[config.mk]
export PLATFORM = sky130hd
export DESIGN_NAME = lcd_hd44780_ctrl
export DESIGN_NICKNAME = d
export VERILOG_FILES = /design/src/rtl/lcd_hd44780_ctrl.sv
export SDC_FILE = /design/constraint.sdc
export NUM_CORES = 1
export LEC_CHECK = 0
export ABC_AREA = 1
export ABC_CLOCK_PERIOD_IN_PS = 2550
export CORE_UTILIZATION = 40
export DETAILED_ROUTE_END_ITERATION = 7
export SLEW_MARGIN = 20
export SYNTH_ARGS = -nofsm -noshare
export SYNTH_HDL_FRONTEND = slang
export SYNTH_SLANG_ARGS = --single-unit
[constraint.sdc]
create_clock -name clk -period 2.55 [get_ports clk]
set_input_delay 0.3825 -clock clk [delete_from_list [all_inputs] [get_ports clk]]
set_output_delay 0.3825 -clock clk [all_outputs]
set_load 0.01 [all_outputs]
[src/rtl/lcd_hd44780_ctrl.sv]
// HD44780 character LCD controller, 8-bit write-only mode.
// Power-up wait, six-byte init, then valid/ready byte writes.
module lcd_hd44780_ctrl #(
  parameter int          CLK_HZ        = 50_000_000,
  parameter int          POWERUP_US    = 15000,
  parameter int          CMD_WAIT_US   = 40,
  parameter int          CLEAR_WAIT_US = 1640,
  parameter int          SETUP_CYC     = 20,
  parameter int          EN_HIGH_CYC   = 75,
  parameter int          HOLD_CYC      = 20,
  parameter logic [7:0]  DISPLAY_CTRL  = 8'h0C,
  parameter logic [7:0]  ENTRY_MODE    = 8'h06
) (
  input  logic       clk,
  input  logic       rst_n,
  input  logic       in_valid,
  input  logic       in_rs,
  input  logic [7:0] in_data,
  output logic       in_ready,
  output logic       init_done,
  output logic [7:0] LCD_DataBus,
  output logic       LCD_RS,
  output logic       LCD_RW,
  output logic       LCD_EN,
  output logic       LCD_ON
);

  localparam int CPU   = CLK_HZ / 1_000_000;
  localparam int PWR_C = (CPU * POWERUP_US < 1) ? 1 : CPU * POWERUP_US;
  localparam int CMD_C = (CPU * CMD_WAIT_US < 1) ? 1 : CPU * CMD_WAIT_US;
  localparam int CLR_C = (CPU * CLEAR_WAIT_US < 1) ? 1 : CPU * CLEAR_WAIT_US;
  localparam int SET_C = (SETUP_CYC < 1) ? 1 : SETUP_CYC;
  localparam int ENH_C = (EN_HIGH_CYC < 1) ? 1 : EN_HIGH_CYC;
  localparam int HLD_C = (HOLD_CYC < 1) ? 1 : HOLD_CYC;

  localparam int M1    = (PWR_C > CMD_C) ? PWR_C : CMD_C;
  localparam int M2    = (M1 > CLR_C) ? M1 : CLR_C;
  localparam int M3    = (M2 > SET_C) ? M2 : SET_C;
  localparam int M4    = (M3 > ENH_C) ? M3 : ENH_C;
  localparam int MAX_C = (M4 > HLD_C) ? M4 : HLD_C;
  localparam int CW    = $clog2(MAX_C + 1);

  typedef logic [CW-1:0] cnt_t;

  localparam cnt_t PWR_L = cnt_t'(PWR_C - 1);
  localparam cnt_t CMD_L = cnt_t'(CMD_C - 1);
  localparam cnt_t CLR_L = cnt_t'(CLR_C - 1);
  localparam cnt_t SET_L = cnt_t'(SET_C - 1);
  localparam cnt_t ENH_L = cnt_t'(ENH_C - 1);
  localparam cnt_t HLD_L = cnt_t'(HLD_C - 1);

  typedef enum logic [3:0] {
    PWRUP, INIT_SETUP, INIT_EN, INIT_HOLD, INIT_WAIT,
    IDLE, W_SETUP, W_EN, W_HOLD, W_WAIT
  } state_t;

  state_t     state, state_n;
  cnt_t       cnt, cnt_n;
  logic [2:0] idx, idx_n;
  logic [7:0] bus_n;
  logic       rs_n, done_n, en_n, last, long_w;

  function automatic logic [7:0] init_byte(input logic [2:0] i);
    case (i)
      3'd3:    init_byte = DISPLAY_CTRL;
      3'd4:    init_byte = 8'h01;
      3'd5:    init_byte = ENTRY_MODE;
      default: init_byte = 8'h38;
    endcase
  endfunction

  assign last     = (cnt == '0);
  // The bus still holds the byte being written, so it picks the wait.
  assign long_w   = !LCD_RS &&
                    (LCD_DataBus inside {8'h01, 8'h02, 8'h03});
  assign in_ready = (state == IDLE);
  assign LCD_RW   = 1'b0;

  always_comb begin
    state_n = state;
    cnt_n   = cnt - 1'b1;
    idx_n   = idx;
    bus_n   = LCD_DataBus;
    rs_n    = LCD_RS;
    done_n  = init_done;
    unique case (state)
      PWRUP: if (last) begin
        state_n = INIT_SETUP;
        cnt_n   = SET_L;
        idx_n   = 3'd0;
        bus_n   = init_byte(3'd0);
        rs_n    = 1'b0;
      end
      INIT_SETUP: if (last) begin
        state_n = INIT_EN;
        cnt_n   = ENH_L;
      end
      INIT_EN: if (last) begin
        state_n = INIT_HOLD;
        cnt_n   = HLD_L;
      end
      INIT_HOLD: if (last) begin
        state_n = INIT_WAIT;
        cnt_n   = long_w ? CLR_L : CMD_L;
      end
      INIT_WAIT: if (last) begin
        if (idx == 3'd5) begin
          state_n = IDLE;
          done_n  = 1'b1;
        end else begin
          state_n = INIT_SETUP;
          cnt_n   = SET_L;
          idx_n   = idx + 3'd1;
          bus_n   = init_byte(idx + 3'd1);
        end
      end
      IDLE: begin
        cnt_n = cnt;
        if (in_valid) begin
          state_n = W_SETUP;
          cnt_n   = SET_L;
          bus_n   = in_data;
          rs_n    = in_rs;
        end
      end
      W_SETUP: if (last) begin
        state_n = W_EN;
        cnt_n   = ENH_L;
      end
      W_EN: if (last) begin
        state_n = W_HOLD;
        cnt_n   = HLD_L;
      end
      W_HOLD: if (last) begin
        state_n = W_WAIT;
        cnt_n   = long_w ? CLR_L : CMD_L;
      end
      W_WAIT: if (last) begin
        state_n = IDLE;
      end
      default: state_n = PWRUP;
    endcase
    en_n = (state_n == INIT_EN) || (state_n == W_EN);
  end

  always_ff @(posedge clk or negedge rst_n) begin
    if (!rst_n) begin
      state       <= PWRUP;
      cnt         <= PWR_L;
      idx         <= 3'd0;
      LCD_DataBus <= 8'h00;
      LCD_RS      <= 1'b0;
      LCD_EN      <= 1'b0;
      LCD_ON      <= 1'b0;
      init_done   <= 1'b0;
    end else begin
      state       <= state_n;
      cnt         <= cnt_n;
      idx         <= idx_n;
      LCD_DataBus <= bus_n;
      LCD_RS      <= rs_n;
      LCD_EN      <= en_n;
      LCD_ON      <= 1'b1;
      init_done   <= done_n;
    end
  end

endmodule

# [Word level (Yosys, flattened, before mapping)]
# Index checks and enable logic that the tools add are counted.
[word_totals] regBits=39 in_bits=12 wordCells=81 output_inout_bits=14
[op_classes] n_eq_ne=22 n_mux=33 add_sub_neg=2 reduce_logical=16
[ops] operator="$mux W20" count=6
[ops] operator="$pmux W20 S5" count=1
[ops] operator="$mux W4" count=10
[ops] operator="$pmux W4 S10" count=1
[ops] operator="$mux W8" count=4
[ops] operator="$pmux W8 S3" count=1
[ops] operator="$eq A4 B3 Y1 const B" count=5
[ops] operator="$logic_not A20 Y1" count=1
[ops] operator="$sub A20 B1 Y20 const B" count=1
[ops] operator="$pmux W6 S3" count=1
[ops] operator="$mux W17" count=1
[ops] operator="$eq A8 B2 Y1 const B" count=2
[ops] operator="$eq A4 B2 Y1 const B" count=3
[ops] operator="$mux W3" count=4
[ops] operator="$eq A3 B3 Y1 const B" count=3
[ops] operator="$eq A4 B4 Y1 const B" count=2
[ops] operator="$eq A8 B1 Y1 const B" count=1
[ops] operator="$ne A2 B2 Y1 const B" count=4
[ops] operator="$pmux W3 S2" count=1
[ops] operator="$reduce_and A3 Y1" count=2
[ops] operator="$reduce_bool A3 Y1" count=2
[ops] operator="$reduce_and A5 Y1" count=1
[ops] operator="$eq A4 B1 Y1 const B" count=1
[ops] operator="$logic_not A4 Y1" count=1
[ops] operator="other kinds (11)" count=14

# [Logic depth before layout (Yosys ltp)]
# Gate-level depths: netlist (run 1).
[logic_depth] word_depth=6 mapped_depth=14 depth_no_buf=14

# [Least setup slack after synthesis (run 1)]
# OpenSTA, ideal clock, no wires.
[synth_timing] path_kind="flip-flop to flip-flop" start="register cnt[0]" end="register LCD_DataBus[0]" setup_ns=0.123 synth_period_minus_slack_ns=1.769 path_slack_ns=0.781 n_path_buf=1 arrival_time_ns=1.646 t_required_ns=2.427 path_stages_with_launch=15 path_cell_list="dfstp_2 -> inv_1 -> ha_1 -> inv_1 -> nor2_1 -> nand2_1 -> nor2_2 -> nand3_4 -> nor2_4 -> inv_2 -> nand2_1 -> nand2_2 -> buf_6 -> nand2_1 -> o21ai_2"
[synth_between] elab_chain_cells=3 elab_cells_between_ends=4 classes_between="2 x eq/ne; 2 x reduce/logical"
[synth_lines] element="from (decl)" line_no="58" rtl="cnt_t cnt, cnt_n;"
[synth_lines] element="from (signal assigned)" line_no="158" rtl="cnt <= cnt_n;"
[synth_lines] element="$logic_not A20 Y1 (*)" line_no="72" rtl="assign last = (cnt == '0);"
[synth_lines] element="$ne A2 B2 Y1 (no line)"
[synth_lines] element="$reduce_and A5 Y1 (no line) (*)"
[synth_lines] element="to (signal assigned)" line_no="160" rtl="LCD_DataBus <= bus_n;"
[synth_lines] element="to (decl)" line_no="21" rtl="output logic [7:0] LCD_DataBus,"
# Mark *: on every way between the ends. The rest lies on a longest branch, timed or not.
# A chain may end at the register's enable or synchronous reset.

# [Worst setup path in the final report (run 1)]
[layout_timing] start="register state[0]" end="output port in_ready"
[layout_between] elab_chain_cells=1
[layout_lines] element="from (decl)" line_no="57" rtl="state_t state, state_n;"
[layout_lines] element="from (signal assigned)" line_no="157" rtl="state <= state_n;"
[layout_lines] element="$eq A4 B3 Y1" line_no="76" rtl="assign in_ready = (state == IDLE);"
[layout_lines] element="to (decl)" line_no="19" rtl="output logic in_ready,"
# Every way passes these cells.

==> out/metrics.cfg, run 1 <==
[outcome]
status=completed

[detailed_routing]
vias=2453
ant_nets=0
wl_per_cell_um=13.1
drt_iter0_drc=109
routed_wl_um=6460
drtPass1Iterations=4
vias_per_cell=4.98
drc=0

[critical_path]
cp_top_family=buffers and inverters
cp.buffers_inverters=3
cp.arrival_ns=1.93
cp_cell_sequence=inv_2 -> nor2_4 -> inv_2 -> nor2_4 -> clkdlybuf4s50_1
crit_required_ns=2.17
start_kind=flop
path_class=reg2out
critPathSlowestCell=clkdlybuf4s50_1
crit_path_max_incr_delay_ns=0.59
crit_fanout=9
crit_path_end_kind=output port

[timing]
drv_slew=0
fin_hold_ws_ns=0.177
period_needed_ns=2.31
fin_ws_ns=0.235
fin_worst_skew_ns=0.00810
slew_headroom=0.438
period_share=0.908
hold_violations=0
fmax_ghz=0.432
rsz0062_at_grt=false
max_slew.worst_pin.slew_ns=0.843
tns_ns=0
setup_violations=0

[cts]
h-tree-depth=2
clkTransAtPathRegs_ns=0.08
cts_setup_buffers=0
clock_latency_ns=0.30
clock-sinks=39
clockBufferDepth=2
root_buffer=clkbuf_8
ctsResizeCount=0
cts.hold.buffers_added=0
cts_buffers=5
cts_tree=built

[yosys]
synth_warnings=0
syn_inst=386
syn_area_per_cell_sq_um=7.02
ys.flop_type=dfrtp_1
synth_nets=405
async_reset_ff_frac=1.00
synth.cell_area_sq_mm=0.00271
synth_seq_area_share=0.366
synth_edf_count=0
ys_seq_elements=39
synth_cell_types=33

[floorplan]
rows=29
die-height_um=84.3
die-area_sq_mm=0.00711
die_x_um=84.3
coreArea_sq_mm=0.00646
top_level_ports=26
start_util=0.420

[pwr]
p_per_area_mw_per_mm2=400
p_leak_nw=1.42
seqPwrFrac=0.490
pwr-share-clk=0.485
p_int_w=0.00103
power.share.switching=0.189
ir_worst_vdd_v=0.000307
pwr-share-comb=0.025
p_switching_w=0.000239

[global_route]
grt_pass1_vias=2442
grt_pass1_wl_um=11400
grt_max_degree=40
grt_use_total=0.200
grt_overflow=0
antenna_found_initial=0

[layout]
layout.cells.non_filler=493
mostFrequentLayoutCell=nand2_1
syn_to_final_growth_pct=16.6
drive_gt1_frac=0.142
antennaDiodeCount=0
fin_util=0.489
nets=434
mostFrequentLayoutCells=123 x nand2_1, 48 x nor2_1, 34 x inv_1

[placement]
io_buffers=24
dp_hpwl_um=4970
place_ws_ns=0.399
place_congestion=0.870
place_inst=485

[min_path]
hold_class=in2async

[job]
drv_cap=0

[logic make-up (layout without fill, tap and decap cells)]
logic type / Yosys count / count (layout) / share of synthesized area
and+or+nand+nor: 234 / 234 / 0.385
buffers and inverters: 47 / 77 / 0.0734
AOI/OAI and AO/OA: 41 / 41 / 0.0891
adders and majority gates: 7 / 7 / 0.0323
xor gates and xnor gates: 16 / 16 / 0.0517
DFF: 39 / 39 / 0.366
other: 2 / 2 / 0.00277
[sequential cells by signal (all words and copies together) (netlist names)]
name and flops:
cnt 20, LCD_DataBus 8, state 4, idx 3, LCD_EN 1, LCD_ON 1
LCD_RS 1, init_done 1
[cell usage after synthesis, types with 4 or more instances]
cell type	number	area (sq um)
nand2_1	123	462
inv_2	7	26.3
a21oi_1	12	60.1
nor2_2	11	68.8
nand4_1	6	37.5
inv_1	34	128
xor2_1	11	96.3
nor2_4	4	45.0
o21ai_2	5	43.8
dfrtp_1	26	651
xnor2_1	5	43.8
ha_1	7	87.6
o21ai_0	10	50.1
nor3_1	5	25.0
dfstp_2	13	342
nor2_1	48	180
nand3_1	26	130
o21ai_1	6	30.0
[final cells by class]
class / instances / area [sq um]
Clock buffer: 6 / 72.6
Multi-Input combinational cell: 300 / 1520
Timing Repair Buffer: 28 / 265
Clock inverter: 2 / 60.1
Fill cell: 652 / 3300
Tap cell: 77 / 96.3
Sequential cell: 39 / 992
Inverter: 41 / 154
[metrics by stage]
stage / total power (W) / instance area [sq um]
after CTS: 0.00128 / 3160
after global routing: 0.00130 / 3160
after detailed placement: 0.000664 / 3030
final: 0.00126 / 3160
after floorplan: 0.000634 / 2710
after global placement: 0.000664 / 3030
[power by group through the flow]
stage | Combinational [W] | Clock (W) | Sequential [W]
6_report | 0.0000311 | 0.000614 | 0.000620
3_3_place_gp | 0.0000322 | 0 | 0.000631
4_1_cts | 0.0000321 | 0.000628 | 0.000620
3_5_place_dp | 0.0000322 | 0 | 0.000631
5_1_grt | 0.0000355 | 0.000649 | 0.000620
2_1_floorplan | 0.00000220 | 0 | 0.000632
[worst paths after layout]
path | from | to | slack (ns) | depth (start not counted)
worst max-delay path | state[0] | in_ready | 0.24 | 5
max in group asynchronous | rst_n | state[0] | 1.84 | 1
worst max register to register | cnt[0] | cnt[11] | 0.40 | 11
worst min-delay path | rst_n | cnt[11] | 0.18 | 1
min in group clk | init_done | init_done | 0.47 | 2
worst min register to register | init_done | init_done | 0.47 | 2
[routing by layer]
| metal | share of wire | track usage |
|---|---|---|
| met1 | 0.51 | 0.281 |
| met2 | 0.44 | 0.311 |
| met3 | 0.035 | 0.0334 |
| met4 | 0.018 | 0.0737 |
| met5 | 0 | 0 |
Note: power is estimated with default switching activity, not from simulation.
==> run 2: changes to the inputs <==
Settings changed: CORE_ASPECT_RATIO set to 1.5.
==> run 2 against run 1 <==
Effect of this change:
- setup slack improved by 0.090 ns
- global-route usage rose by 0.87 points
- maximum frequency rose by 4.0%
- flip-flop and latch count did not move
- register-to-register slack got worse by 0.06 ns
- total power fell by 16%
- sequential power barely moved
- sequential share of layout area rose by 0.54 points
- die area barely moved
- first-iteration DRC count fell by 30%
- clock power fell by 34%
==> out/metrics.cfg, run 2 (synthesized netlist as in run 1, its figures left out) <==
[outcome]
status=completed  ; unchanged

[detailed_routing]
met1_length_um=2700  ; was 3290 um
wl_per_cell_um=14.0  ; was 13.1 um
wl_met2_um=3720  ; was 2830 um
met3_length_um=185  ; was 225 um
drc=0  ; unchanged
highest_layer=met4  ; unchanged
ant_nets=0  ; unchanged
vias=2491  ; was 2453
vias_per_cell=5.06  ; was 4.98
routed_wl_um=6910  ; was 6460 um
drtPass1Iterations=4  ; unchanged
drt_iter0_drc=76  ; was 109

[timing]
hold_violations=0  ; unchanged
rsz0062_at_grt=false  ; unchanged
period_share=0.872  ; was 0.908
fin_hold_ws_ns=0.197  ; was 0.177 ns
drv_slew=0  ; unchanged
setup_violations=0  ; unchanged
tns_ns=0  ; unchanged
fin_ws_ns=0.325  ; was 0.235 ns
fmax_ghz=0.450  ; was 0.432 GHz
slew_headroom=0.428  ; was 0.438
max_slew.worst_pin.slew_ns=0.858  ; was 0.843 ns
period_needed_ns=2.22  ; was 2.31 ns
fin_worst_skew_ns=0.00924  ; was 0.00810 ns

[placement]
place_inst=484  ; was 485
io_buffers=24  ; unchanged
place_congestion=0.956  ; was 0.870
dp_hpwl_um=5490  ; was 4970 um
place_ws_ns=0.402  ; was 0.399 ns

[layout]
largest-register=cnt  ; unchanged
largest_reg_flops=20  ; unchanged
mostFrequentLayoutCells=123 x nand2_1, 48 x nor2_1, 34 x inv_1  ; unchanged
largest_registers=cnt x20, LCD_DataBus x8, state x4  ; unchanged
layout.cells.non_filler=492  ; was 493
nets=434  ; unchanged
mostFrequentLayoutCell=nand2_1  ; unchanged
syn_to_final_growth_pct=14.6  ; was 16.6%
drive_gt1_frac=0.137  ; was 0.142
fin_util=0.475  ; was 0.489
fillers=656  ; was 652
antennaDiodeCount=0  ; unchanged

[floorplan]
die_x_um=69.2  ; was 84.3 um
rows=36  ; was 29
die-area_sq_mm=0.00711  ; about the same
coreArea_sq_mm=0.00653  ; was 0.00646 sq mm
die-height_um=103  ; was 84.3 um
start_util=0.415  ; was 0.420
top_level_ports=26  ; unchanged

[min_path]
hold_class=in2async  ; unchanged

[cts]
cts_tree=built  ; unchanged
clock-sinks=39  ; unchanged
h-tree-depth=2  ; unchanged
clkTransAtPathRegs_ns=0.08  ; about the same
cts_setup_buffers=0  ; unchanged
root_buffer=clkbuf_8  ; unchanged
cts_buffers=5  ; unchanged
cts.hold.buffers_added=0  ; unchanged
ctsResizeCount=0  ; unchanged
clock_latency_ns=0.29  ; was 0.30 ns
clockBufferDepth=2  ; unchanged

[global_route]
grt_max_degree=40  ; unchanged
grt_overflow=0  ; unchanged
grt_pass1_vias=2512  ; was 2442
grt_use_total=0.209  ; was 0.200
grt_pass1_wl_um=11600  ; was 11400 um
antenna_found_initial=0  ; unchanged

[critical_path]
cp.buffers_inverters=3  ; unchanged
path_class=reg2out  ; unchanged
r2r_end=LCD_DataBus[2]  ; was cnt[11]
crit_fanout=7  ; was 9
crit_path_start=state[0]  ; unchanged
r2r_cells=14  ; was 11
cp_top_family=buffers and inverters  ; unchanged
start_kind=flop  ; unchanged
cp.arrival_ns=1.84  ; was 1.93 ns
r2r-start=cnt[0]  ; unchanged
cp_cell_sequence=inv_2 -> nor2_4 -> inv_2 -> nor2_4 -> clkdlybuf4s50_1  ; unchanged
crit_path_end_kind=output port  ; unchanged
crit_path_max_incr_delay_ns=0.58  ; was 0.59 ns
crit_required_ns=2.17  ; about the same
reg2reg_slack_ns=0.34  ; was 0.40 ns
critPathSlowestCell=clkdlybuf4s50_1  ; unchanged

[job]
drv_cap=0  ; unchanged

[pwr]
p_per_area_mw_per_mm2=341  ; was 400 mW/mm^2
p_leak_nw=1.39  ; was 1.42 nW
ir_worst_vdd_v=0.000206  ; was 0.000307 V

-- run 2: cell types whose count changed in the layout (fill, tap and decap cells not counted), sizes merged --
| cell | change |
|---|---|
| clkbuf | +2 |
| bufinv | -2 |
-- run 2: final cells by class --
cell class                 count  area, sq um  area share
clock buffer                   8         80.1      0.0258
inverter                      41          154      0.0496
multi-input combinational    300         1520       0.489
sequential                    39          992       0.320
tap                           76         95.1      0.0306
timing repair buffer          28          265      0.0854
-- run 2: where the power goes --
group	switching, W	internal [W]
Combinational	0.0000160	0.0000153
Sequential	0.000000152	0.000620
Clock	0.000212	0.000194
Total	0.000228	0.000830
-- run 2: routing by layer --
layer  GRT usage  vias to the layer above
met5           0                        -
met1       0.215                     1144
met3      0.0293                       22
li1            -                     1277
met2       0.403                       48
met4       0.124                        0
-- run 2: worst max-delay path by stage --
stage                endpoint  slack, ns  cells past startpoint
5_1_grt        LCD_DataBus[3]       0.08                     14
4_1_cts              in_ready       0.32                      5
2_1_floorplan  LCD_DataBus[0]       0.78                     14
3_3_place_gp   LCD_DataBus[2]       0.45                     14
3_5_place_dp   LCD_DataBus[2]       0.40                     14
6_report             in_ready       0.33                      5
-- run 2: stage by stage --
stage          power, W  area, sq um
3_5_place_dp   0.000664         3030
5_1_grt         0.00110         3110
2_1_floorplan  0.000634         2710
6_report        0.00106         3110
3_3_place_gp   0.000664         3030
4_1_cts         0.00108         3110
==> run 3: changes to the inputs <==
Settings changed: ABC_CLOCK_PERIOD_IN_PS 2550 to 1900.
Clock period 2.55 ns to 1.9 ns, I/O delays scaled along.
==> run 3 against run 2 <==
Effect of this change:
- the flow now finishes with violations (setup timing)
- combinational power grew 40%
- total power grew 54%
- flip-flop and latch count did not move
- first-iteration DRC count increased by 55%
- cell area increased by 11%
- clock skew is essentially flat
- global-route usage increased by 1.5 points
- clock power increased by 85%
- critical endpoint is now cnt[6]
- largest cell class unchanged
- highest routed layer unchanged
==> out/metrics.cfg, run 3 (synthesized netlist as in run 1, its figures left out) <==
[layout]
mostFrequentLayoutCell=nand2_1  ; unchanged
fillers=646  ; was 656
largest_reg_flops=20  ; unchanged
nets=460  ; was 434
largest_registers=cnt x20, LCD_DataBus x8, state x4  ; unchanged
mostFrequentLayoutCells=115 x nand2_1, 45 x nor2_1, 29 x inv_1  ; was 123 x nand2_1, 48 x nor2_1, 34 x inv_1
layout.cells.non_filler=518  ; was 492
drive_gt1_frac=0.251  ; was 0.137
largest-register=cnt  ; unchanged
syn_to_final_growth_pct=27.7  ; was 14.6%
antennaDiodeCount=0  ; unchanged

[detailed_routing]
ant_nets=0  ; unchanged
routed_wl_um=7450  ; was 6910 um
wl_per_cell_um=14.4  ; was 14.0 um
drt_iter0_drc=118  ; was 76
drtPass1Iterations=4  ; unchanged
vias=2618  ; was 2491
vias_per_cell=5.05  ; was 5.06
drc=0  ; unchanged

[floorplan]
die-area_sq_mm=0.00711  ; unchanged
coreArea_sq_mm=0.00653  ; unchanged
die_x_um=69.2  ; unchanged
die-height_um=103  ; unchanged
top_level_ports=26  ; unchanged
rows=36  ; unchanged
start_util=0.415  ; unchanged

[global_route]
use_met1=0.229  ; was 0.215
use_met3=0.0283  ; was 0.0293
grt_use_met2=0.436  ; was 0.403
grt_pass1_wl_um=12300  ; was 11600 um
grt_busiest_layer=met2  ; unchanged
grt_overflow=0  ; unchanged
grt_pass1_vias=2662  ; was 2512
grt_max_degree=40  ; unchanged
grt_use_total=0.224  ; was 0.209
antenna_found_initial=0  ; unchanged

[timing]
fmax_ghz=0.521
drv_slew=0  ; unchanged
hold_violations=0  ; unchanged
fin_ws_ns=-0.0199  ; was 0.325 ns
max_slew.worst_pin.slew_ns=0.511  ; was 0.858 ns
rsz0062_at_grt=true  ; was false
period_share=1.01
setup_violations=1  ; was 0
fin_worst_skew_ns=0.00956  ; was 0.00924 ns
period_needed_ns=1.92
slew_headroom=0.659  ; was 0.428

[critical_path]
crit_path_end_kind=flop  ; was output port
crit_fanout=4  ; was 7
crit_top_cell=nand2_1
start_kind=flop  ; unchanged
critPathSlowestCell=dfstp_2  ; was clkdlybuf4s50_1
crit_required_ns=2.10  ; was 2.17 ns
crit_path_max_incr_delay_ns=0.39  ; was 0.58 ns
cp.arrival_ns=2.12  ; was 1.84 ns
cp_cell_sequence=inv_4 -> ha_4 -> inv_2 -> nor2_2 -> nand2_1 -> nor2_2 -> nand3_4 -> nor2_4 -> inv_2 -> nand2_4 -> buf_4 -> nand3_1 -> nand2_1 -> nand2_1  ; was inv_2 -> nor2_4 -> inv_2 -> nor2_4 -> clkdlybuf4s50_1
path_class=reg2reg  ; was reg2out

[cts]
h-tree-depth=2  ; unchanged
cts.hold.buffers_added=0  ; unchanged
cts_buffers=5  ; unchanged
clock-sinks=39  ; unchanged
clock_latency_ns=0.30  ; was 0.29 ns
root_buffer=clkbuf_8  ; unchanged
clkTransAtPathRegs_ns=0.09  ; was 0.08 ns
clockBufferDepth=2  ; unchanged
cts_tree=built  ; unchanged

[pwr]
power_w=0.00163  ; was 0.00106 W
p_leak_nw=1.57  ; was 1.39 nW
ir_worst_vdd_v=0.000270  ; was 0.000206 V
p_per_area_mw_per_mm2=470  ; was 341 mW/mm^2

[outcome]
status=complete, but fails checks  ; was completed
violations=setup timing

[placement]
place_congestion=0.950  ; was 0.956
dp_hpwl_um=5600  ; was 5490 um
io_buffers=24  ; unchanged
place_inst=507  ; was 484

[min_path]
hold_class=in2async  ; unchanged

[job]
drv_cap=0  ; unchanged

[run 3: changes by cell type in the layout (fill, tap and decap cells not counted), sizes merged]
cell,delta
clkbuf,-2
bufinv,+1
buf,+25
clkdlybuf4s50,-1
nand2,+1
dlygate4sd2,+1
clkinv,+1
[run 3: through the flow]
stage	worst slack [ns]	hold slack (ns)	setup TNS [ns]	area, sq um	utilization
2_1_floorplan	0.131	-0.0106	0	2710	-
3_3_place_gp	-0.0148	0.379	-0.0225	3200	0.490
3_5_place_dp	-0.0647	0.379	-0.384	3200	0.490
4_1_cts	-0.0187	0.0540	-0.0187	3350	0.512
5_1_grt	-0.112	0.0798	-1.74	3460	0.530
6_report	-0.0199	0.0281	-0.0199	3460	0.530
[run 3: cell type report]
| class | instances | area [sq um] | area share |
|---|---|---|---|
| clock inverter | 2 | 35.0 | 0.0101 |
| inverter | 41 | 159 | 0.0459 |
| sequential | 39 | 993 | 0.287 |
| timing repair buffer | 53 | 475 | 0.137 |
| tap | 76 | 95.1 | 0.0275 |
| clock buffer | 6 | 82.6 | 0.0239 |
| multi-input combinational | 301 | 1620 | 0.468 |
[run 3: worst max-delay path, delay by kind of cell, from the launching register on]
kind / cells / cell delay (ns)
fa+ha+maj: 1 / 0.13
simple gates: 9 / 0.97
flops: 1 / 0.39
buf+inv: 4 / 0.31
[run 3: repair_timing]
item	in CTS	in global routing
endpoints found under the hold margin	0	0
gates cloned	0	1
gates resized for setup	8	33
setup buffers	1	1
pin swaps	0	10
setup endpoints to repair	16	33
[run 3: metal layers]
metal | wire length (um) | vias up | part of all wire
met1 | 2940 | 1229 | 0.39
met3 | 134 | 21 | 0.018
met5 | 0 | - | 0
met4 | 267 | 0 | 0.036
li1 | - | 1327 | -
met2 | 4120 | 41 | 0.55
[run 3: power breakdown]
part	internal [W]	total, W	switching (W)
registers	0.000832	0.000832	0.000000240
clock network	0.000426	0.000752	0.000326
logic	0.0000218	0.0000437	0.0000219
total	0.00128	0.00163	0.000348
[run 3: worst paths after layout]
kind | startpoint | endpoint | slack [ns] | cells past startpoint
setup / recovery | cnt[0] | cnt[6] | -0.02 | 14
hold / removal | rst_n | cnt[9] | 0.03 | 2
setup reg to reg | cnt[0] | cnt[6] | -0.02 | 14
hold reg to reg | init_done | init_done | 0.47 | 2
max in group asynchronous | rst_n | cnt[12] | 1.48 | 2
min in group clk | init_done | init_done | 0.47 | 2
